**src/rtl/led_pkg.sv**
```systemverilog
// Shared types and default sizing for the LED scan scheduler.
package led_pkg;

    localparam int unsigned N_SL_DEF      = 32;
    localparam int unsigned N_COL_DEF     = 16;
    localparam int unsigned GCNT_W_DEF    = 16;
    localparam int unsigned PWM_LEN_DEF   = 1024;
    localparam int unsigned BLANK_LEN_DEF = 4;

    localparam int unsigned SL_W  = $clog2(N_SL_DEF);
    localparam int unsigned COL_W = $clog2(N_COL_DEF);

    typedef enum logic [1:0] {
        IDLE,
        LOAD,
        PWM,
        BLANK
    } state_e;

endpackage

```
**src/rtl/led_line_loader.sv**
```systemverilog
// Column walker for one scan line: 2 cycles per column, col_ld on the second.
module led_line_loader import led_pkg::*; #(
    parameter int unsigned N_COL = N_COL_DEF
) (
    input  logic                     GCK,
    input  logic                     rst,
    input  logic                     start,
    output logic [$clog2(N_COL)-1:0] col_idx,
    output logic                     col_ld,
    output logic                     done_c
);

    localparam int unsigned IDX_W = $clog2(N_COL);
    localparam logic [IDX_W-1:0] LAST_IDX = IDX_W'(N_COL - 1);

    logic busy;

    // High on the shadow write of the last column.
    assign done_c = busy && col_ld && (col_idx == LAST_IDX);

    always_ff @(posedge GCK or negedge rst) begin
        if (!rst) begin
            busy    <= 1'b0;
            col_ld  <= 1'b0;
            col_idx <= '0;
        end else if (start) begin
            busy    <= 1'b1;
            col_ld  <= 1'b0;
            col_idx <= '0;
        end else if (busy) begin
            if (!col_ld) begin
                col_ld <= 1'b1;
            end else if (done_c) begin
                busy    <= 1'b0;
                col_ld  <= 1'b0;
                col_idx <= '0;
            end else begin
                col_ld  <= 1'b0;
                col_idx <= col_idx + IDX_W'(1);
            end
        end
    end

endmodule

```
**src/rtl/led_scan_scheduler.sv**
```systemverilog
// GCK-domain scan sequencer: line pre-load, Vsync/PWM gray count, pixel update and read-bank handshake.
// Optional LED_DITHER_EN: dith_phase flips at every frame start.
module led_scan_scheduler import led_pkg::*; #(
    parameter int unsigned N_SL      = N_SL_DEF,
    parameter int unsigned N_COL     = N_COL_DEF,
    parameter int unsigned GCNT_W    = GCNT_W_DEF,
    parameter int unsigned PWM_LEN   = PWM_LEN_DEF,
    parameter int unsigned BLANK_LEN = BLANK_LEN_DEF
) (
    input  logic                                   GCK,
    input  logic                                   rst,
    input  logic                                   en,
    input  logic                                   frm_rdy,
    output logic                                   frm_ack,
    output logic                                   rd_bank,
    output logic [$clog2(N_SL)+$clog2(N_COL)-1:0]  rd_addr,
    output logic                                   col_ld,
    output logic [$clog2(N_COL)-1:0]               col_idx,
    output logic                                   pix_upd,
    output logic                                   Vsync,
    output logic [GCNT_W-1:0]                      gcnt,
    output logic [$clog2(N_SL)-1:0]                scan_line,
    output logic                                   dith_phase
);

    localparam int unsigned LINE_W = $clog2(N_SL);
    localparam int unsigned BLK_W  = $clog2(BLANK_LEN + 1);
    localparam logic [LINE_W-1:0] LAST_LINE = LINE_W'(N_SL - 1);
    localparam logic [GCNT_W-1:0] LAST_GCNT = GCNT_W'(PWM_LEN - 1);
    localparam logic [BLK_W-1:0]  LAST_BLK  = BLK_W'(BLANK_LEN - 1);

    if (PWM_LEN < 2 * N_COL || BLANK_LEN < 1 ||
        longint'(PWM_LEN) > (longint'(1) << GCNT_W)) begin : g_param_err
        $error("led_scan_scheduler: need 2*N_COL <= PWM_LEN <= 2**GCNT_W and BLANK_LEN >= 1");
    end

    state_e            state, state_n;
    logic [LINE_W-1:0] ld_line, ld_line_n, scan_line_n, ld_line_inc;
    logic [GCNT_W-1:0] gcnt_n;
    logic [BLK_W-1:0]  blk_cnt, blk_cnt_n;
    logic              vsync_n, pix_upd_n, frm_ack_n, rd_bank_n;
    logic              ld_start_c, ld_done_c;

    led_line_loader #(
        .N_COL (N_COL)
    ) u_loader (
        .GCK     (GCK),
        .rst     (rst),
        .start   (ld_start_c),
        .col_idx (col_idx),
        .col_ld  (col_ld),
        .done_c  (ld_done_c)
    );

    assign rd_addr     = {ld_line, col_idx};
    assign ld_line_inc = (ld_line == LAST_LINE) ? '0 : ld_line + LINE_W'(1);

    always_comb begin
        state_n     = state;
        ld_line_n   = ld_line;
        scan_line_n = scan_line;
        gcnt_n      = '0;
        blk_cnt_n   = '0;
        vsync_n     = 1'b0;
        pix_upd_n   = 1'b0;
        frm_ack_n   = 1'b0;
        rd_bank_n   = rd_bank;
        ld_start_c  = 1'b0;
        unique case (state)
            IDLE: begin
                if (en && frm_rdy) begin
                    state_n    = LOAD;
                    frm_ack_n  = 1'b1;
                    rd_bank_n  = ~rd_bank;
                    ld_line_n  = '0;
                    ld_start_c = 1'b1;
                end
            end
            LOAD: begin
                if (ld_done_c) begin
                    state_n     = PWM;
                    vsync_n     = 1'b1;
                    pix_upd_n   = 1'b1;
                    scan_line_n = ld_line;
                    ld_line_n   = ld_line_inc;
                    ld_start_c  = 1'b1;
                end
            end
            PWM: begin
                vsync_n = 1'b1;
                gcnt_n  = gcnt + GCNT_W'(1);
                // Bank swap only while the last line is shown, before line 0 is fetched.
                if (gcnt == '0 && scan_line == LAST_LINE && frm_rdy) begin
                    frm_ack_n = 1'b1;
                    rd_bank_n = ~rd_bank;
                end
                if (gcnt == LAST_GCNT) begin
                    state_n = BLANK;
                    vsync_n = 1'b0;
                    gcnt_n  = '0;
                end
            end
            BLANK: begin
                blk_cnt_n = blk_cnt + BLK_W'(1);
                if (blk_cnt == LAST_BLK) begin
                    blk_cnt_n = '0;
                    if (scan_line == LAST_LINE && !en) begin
                        state_n     = IDLE;
                        scan_line_n = '0;
                    end else begin
                        state_n     = PWM;
                        vsync_n     = 1'b1;
                        pix_upd_n   = 1'b1;
                        scan_line_n = ld_line;
                        ld_line_n   = ld_line_inc;
                        ld_start_c  = 1'b1;
                    end
                end
            end
            default: state_n = IDLE;
        endcase
    end

    always_ff @(posedge GCK or negedge rst) begin
        if (!rst) begin
            state     <= IDLE;
            ld_line   <= '0;
            scan_line <= '0;
            gcnt      <= '0;
            blk_cnt   <= '0;
            Vsync     <= 1'b0;
            pix_upd   <= 1'b0;
            frm_ack   <= 1'b0;
            rd_bank   <= 1'b0;
        end else begin
            state     <= state_n;
            ld_line   <= ld_line_n;
            scan_line <= scan_line_n;
            gcnt      <= gcnt_n;
            blk_cnt   <= blk_cnt_n;
            Vsync     <= vsync_n;
            pix_upd   <= pix_upd_n;
            frm_ack   <= frm_ack_n;
            rd_bank   <= rd_bank_n;
        end
    end

`ifdef LED_DITHER_EN
    // A pixel update whose new scan line is 0 marks a frame start.
    logic frame_start_c;
    assign frame_start_c = pix_upd_n && (ld_line == '0);

    always_ff @(posedge GCK or negedge rst) begin
        if (!rst) begin
            dith_phase <= 1'b0;
        end else if (frame_start_c) begin
            dith_phase <= ~dith_phase;
        end
    end
`else
    assign dith_phase = 1'b0;
`endif

endmodule
```
**config.mk**
```make
export PLATFORM = sky130hd
export DESIGN_NAME = led_scan_scheduler
export DESIGN_NICKNAME = d
export VERILOG_FILES = /design/src/rtl/led_pkg.sv /design/src/rtl/led_line_loader.sv /design/src/rtl/led_scan_scheduler.sv
export SDC_FILE = /design/constraint.sdc
export NUM_CORES = 1
export LEC_CHECK = 0
export CAP_MARGIN = 40
export CORE_MARGIN = 3
export CORE_UTILIZATION = 50
export DETAILED_ROUTE_END_ITERATION = 7
export GPL_TIMING_DRIVEN = 1
export PLACE_DENSITY = 0.88
export SLEW_MARGIN = 20
export SYNTH_ARGS = -nofsm -noshare
export SYNTH_HDL_FRONTEND = slang
export SYNTH_SLANG_ARGS = --single-unit
```
**constraint.sdc**
```tcl
create_clock -name GCK -period 2.29 [get_ports GCK]
set_clock_uncertainty 0.15 [all_clocks]
set_input_delay 0.687 -clock GCK [delete_from_list [all_inputs] [get_ports GCK]]
set_output_delay 0.687 -clock GCK [all_outputs]
set_load 0.03 [all_outputs]
```
==> results.txt, run 1 <==
post-synthesis sequential area ratio: 0.498
highest-delay cell along the critical path: clkdlybuf4s50_1
GR Overflow Total: 0
initial drt markers: 119
die height: 70.2 um
kind of critical path: reg -> out
syn_area_per_cell: 10.2 sq um
Final Slew Violations: 0
largest net degree at the start of global routing: 42
synth warn: 0
number of synthesized register bits: 41
Max clock buf depth: 2
Synth area leaders: dfrtp_1 (50%), nand3_1 (4.1%), ha_1 (3.6%), nor2_1 (3.1%), xnor2_1 (3.0%)
Worst R2R Path Depth: 7
vias in the first global route: 1645
reg-to-reg critical path endpoint: ld_line[2]
WL met2: 2420 um
layout cells sized above 1: 0.106
initial antenna violation count: 0
DP Worst Slack: -214 ps
Layout area overhead: 29.9%
final worst slack: 54.3 ps
Residual DRC: 0
drt first pass iters: 4
fillers: 296
share of the synthesized area in the top cell type: 0.498
Max rail drop VDD: 330 uV
clock latency at the later pin of the worst-skew pair: 290 ps
Least-Margin Pin Slew: 512 ps
row cnt: 22
met3 WL post-DR: 219 um
RSZ-0062 raised after global routing: false
placed inst area: 2560 sq um
RR Startpoint: ld_line[0]
IO buf count: 42
Worst Path Required: 1450 ps
fraction of registers with async set/reset: 1.00
Final period util: 0.976
commonest non-fill, non-tap cells in the layout: dfrtp_1 (41), nand3_1 (17), nor2_1 (17), clkdlybuf4s50_1 (17), dlymetal6s2s_1 (16)
clock root buffer: clkbuf_8
post-route insts no fill: 303
die area: 4930 sq um
worst reg-to-reg setup slack: 280 ps
Routed WL per cell: 15.6 um
Crit Path Max Fanout: 4
Cell variety after synth: 48
Via Count: 1725
Starting Density: 0.539
Setup crit start: ld_line[4]
Final Instance Area: 2680 sq um
power per cell area: 455 nW/um^2
fmax: 0.447 GHz
status: finished, final reports clean
final-report setup violation count: 0
Final min period: 2240 ps
cell accounting for the most synthesized area: dfrtp_1
Leak: 1.45 nW
GRT Util Overall: 0.206
Final Net Count: 265
Worst Path Arrival: 1400 ps
Core Region: 3830 sq um
max-cap violations: 0
number of buffer and inverter stages on the critical path: 1
uppermost layer routed: met4
H-tree depth: 2
post-route ant nets: 0
CP cell instances: clkdlybuf4s50_1
EDFF count, synth: 0
DP Wirelength: 3360 um
Clock transition at path regs: 70 ps
total wire length: 4720 um
Final Hold Fails: 0
M1 WL: 2010 um
vias per cell: 5.69
CTS sink count: 41
crit end category: primary output
Multi-input gate area: 940 sq um
post-CTS setup buffers: 0
DIE WIDTH: 70.2 um
Hold WC Path Type: in -> async
Post-Syn Area: 2060 sq um
placed cells: 296
# IOs: 44
startpoint types: flip-flop
prevailing post-synth register cell: dfrtp_1
register area: 1030 sq um
syn_nets: 213
Ant. Diodes: 0
commonest non-fill, non-tap cell in the layout: dfrtp_1
Num CTS Buffers: 5
CP peak stage delay: 700 ps
final hold slack: 304 ps
Synth Instances: 203
Rel. slew slack: 0.659
Worst path top cell family by delay: buffers and inverters
GPL Wtd Cong: 0.868
first-pass GRT wire length: 8090 um
CTS tree: yes
metal layers:
layer / track usage / up-vias
met3: 0.0504 / 6
met4: 0.0766 / 0
met5: 0 / -
met1: 0.268 / 849
li1: - / 826
met2: 0.334 / 44
layout make-up:
cell class                 count  share of cell area
sequential                    41               0.383
multi-input combinational    144               0.351
timing repair buffer          53               0.197
clock buffer                   7              0.0322
tap                           48              0.0224
inverter                      10              0.0140
worst max path at each step:
stage | to | slack [ps] | depth (start not counted)
after floorplan | Vsync | 280 | 6
after global placement | ld_line[4] | -200 | 5
after detailed placement | ld_line[4] | -210 | 5
after CTS | gcnt[6] | 2 | 1
after global routing | rd_addr[5] | 0.6 | 1
final | rd_addr[8] | 50 | 1
cell families after synthesis:
family / count (synthesis) / share of synthesized area
simple gates: 86 / 0.230
flops: 41 / 0.498
compound gates: 35 / 0.118
buf+inv: 18 / 0.0461
xor+xnor: 14 / 0.0595
fa+ha+maj: 6 / 0.0364
mux: 2 / 0.0103
other cells: 1 / 0.00182
synth_stat cells (5+ instances only):
cell / n
dfrtp_1: 41
nand3_1: 17
nor2_1: 17
nand2_1: 15
inv_1: 10
a21oi_1: 8
o21ai_0: 8
xnor2_1: 7
xor2_1: 7
ha_1: 6
a22o_1: 5
buf_4: 5
o31ai_1: 5
flip-flops by register name, summed over array words and instances (netlist names):
signal / cells
rd_bank: 1
u_loader.busy: 1
u_loader.col_ld: 1
scan_line: 5
ld_line: 5
u_loader.col_idx: 4
frm_ack: 1
state: 2
gcnt: 16
pix_upd: 1
blk_cnt: 3
Vsync: 1
power breakdown:
part           switching [mW]  total, mW  internal, mW
sequential           0.000803      0.725         0.725
clock                   0.227      0.466         0.239
combinational          0.0207     0.0283       0.00754
total                   0.248       1.22         0.971
through the flow:
step	setup TNS, ps	power, mW	utilization
after floorplan	0	0.747	-
after global placement	-1470	0.768	0.669
after detailed placement	-1390	0.768	0.669
after CTS	0	1.23	0.689
after global routing	0	1.27	0.700
final	0	1.22	0.700
timing repair:
| item | CTS | global route |
|---|---|---|
| endpoints found under the setup margin | 8 | 17 |
| resized for setup | 8 | 16 |
| endpoints found under the hold margin | 0 | 0 |
| pin swaps | 0 | 1 |
| hold buffers | 0 | 0 |
(Power assumes the default switching activity.)
==> run 2: changes to the inputs <==
--- a/config.mk
+++ b/config.mk
@@ -15,3 +15,4 @@
 export SYNTH_ARGS = -nofsm -noshare
 export SYNTH_HDL_FRONTEND = slang
 export SYNTH_SLANG_ARGS = --single-unit
+export TNS_END_PERCENT = 5
==> results of run 2 <==
The final DEF is identical to that of run 1; final timing and power are the same.
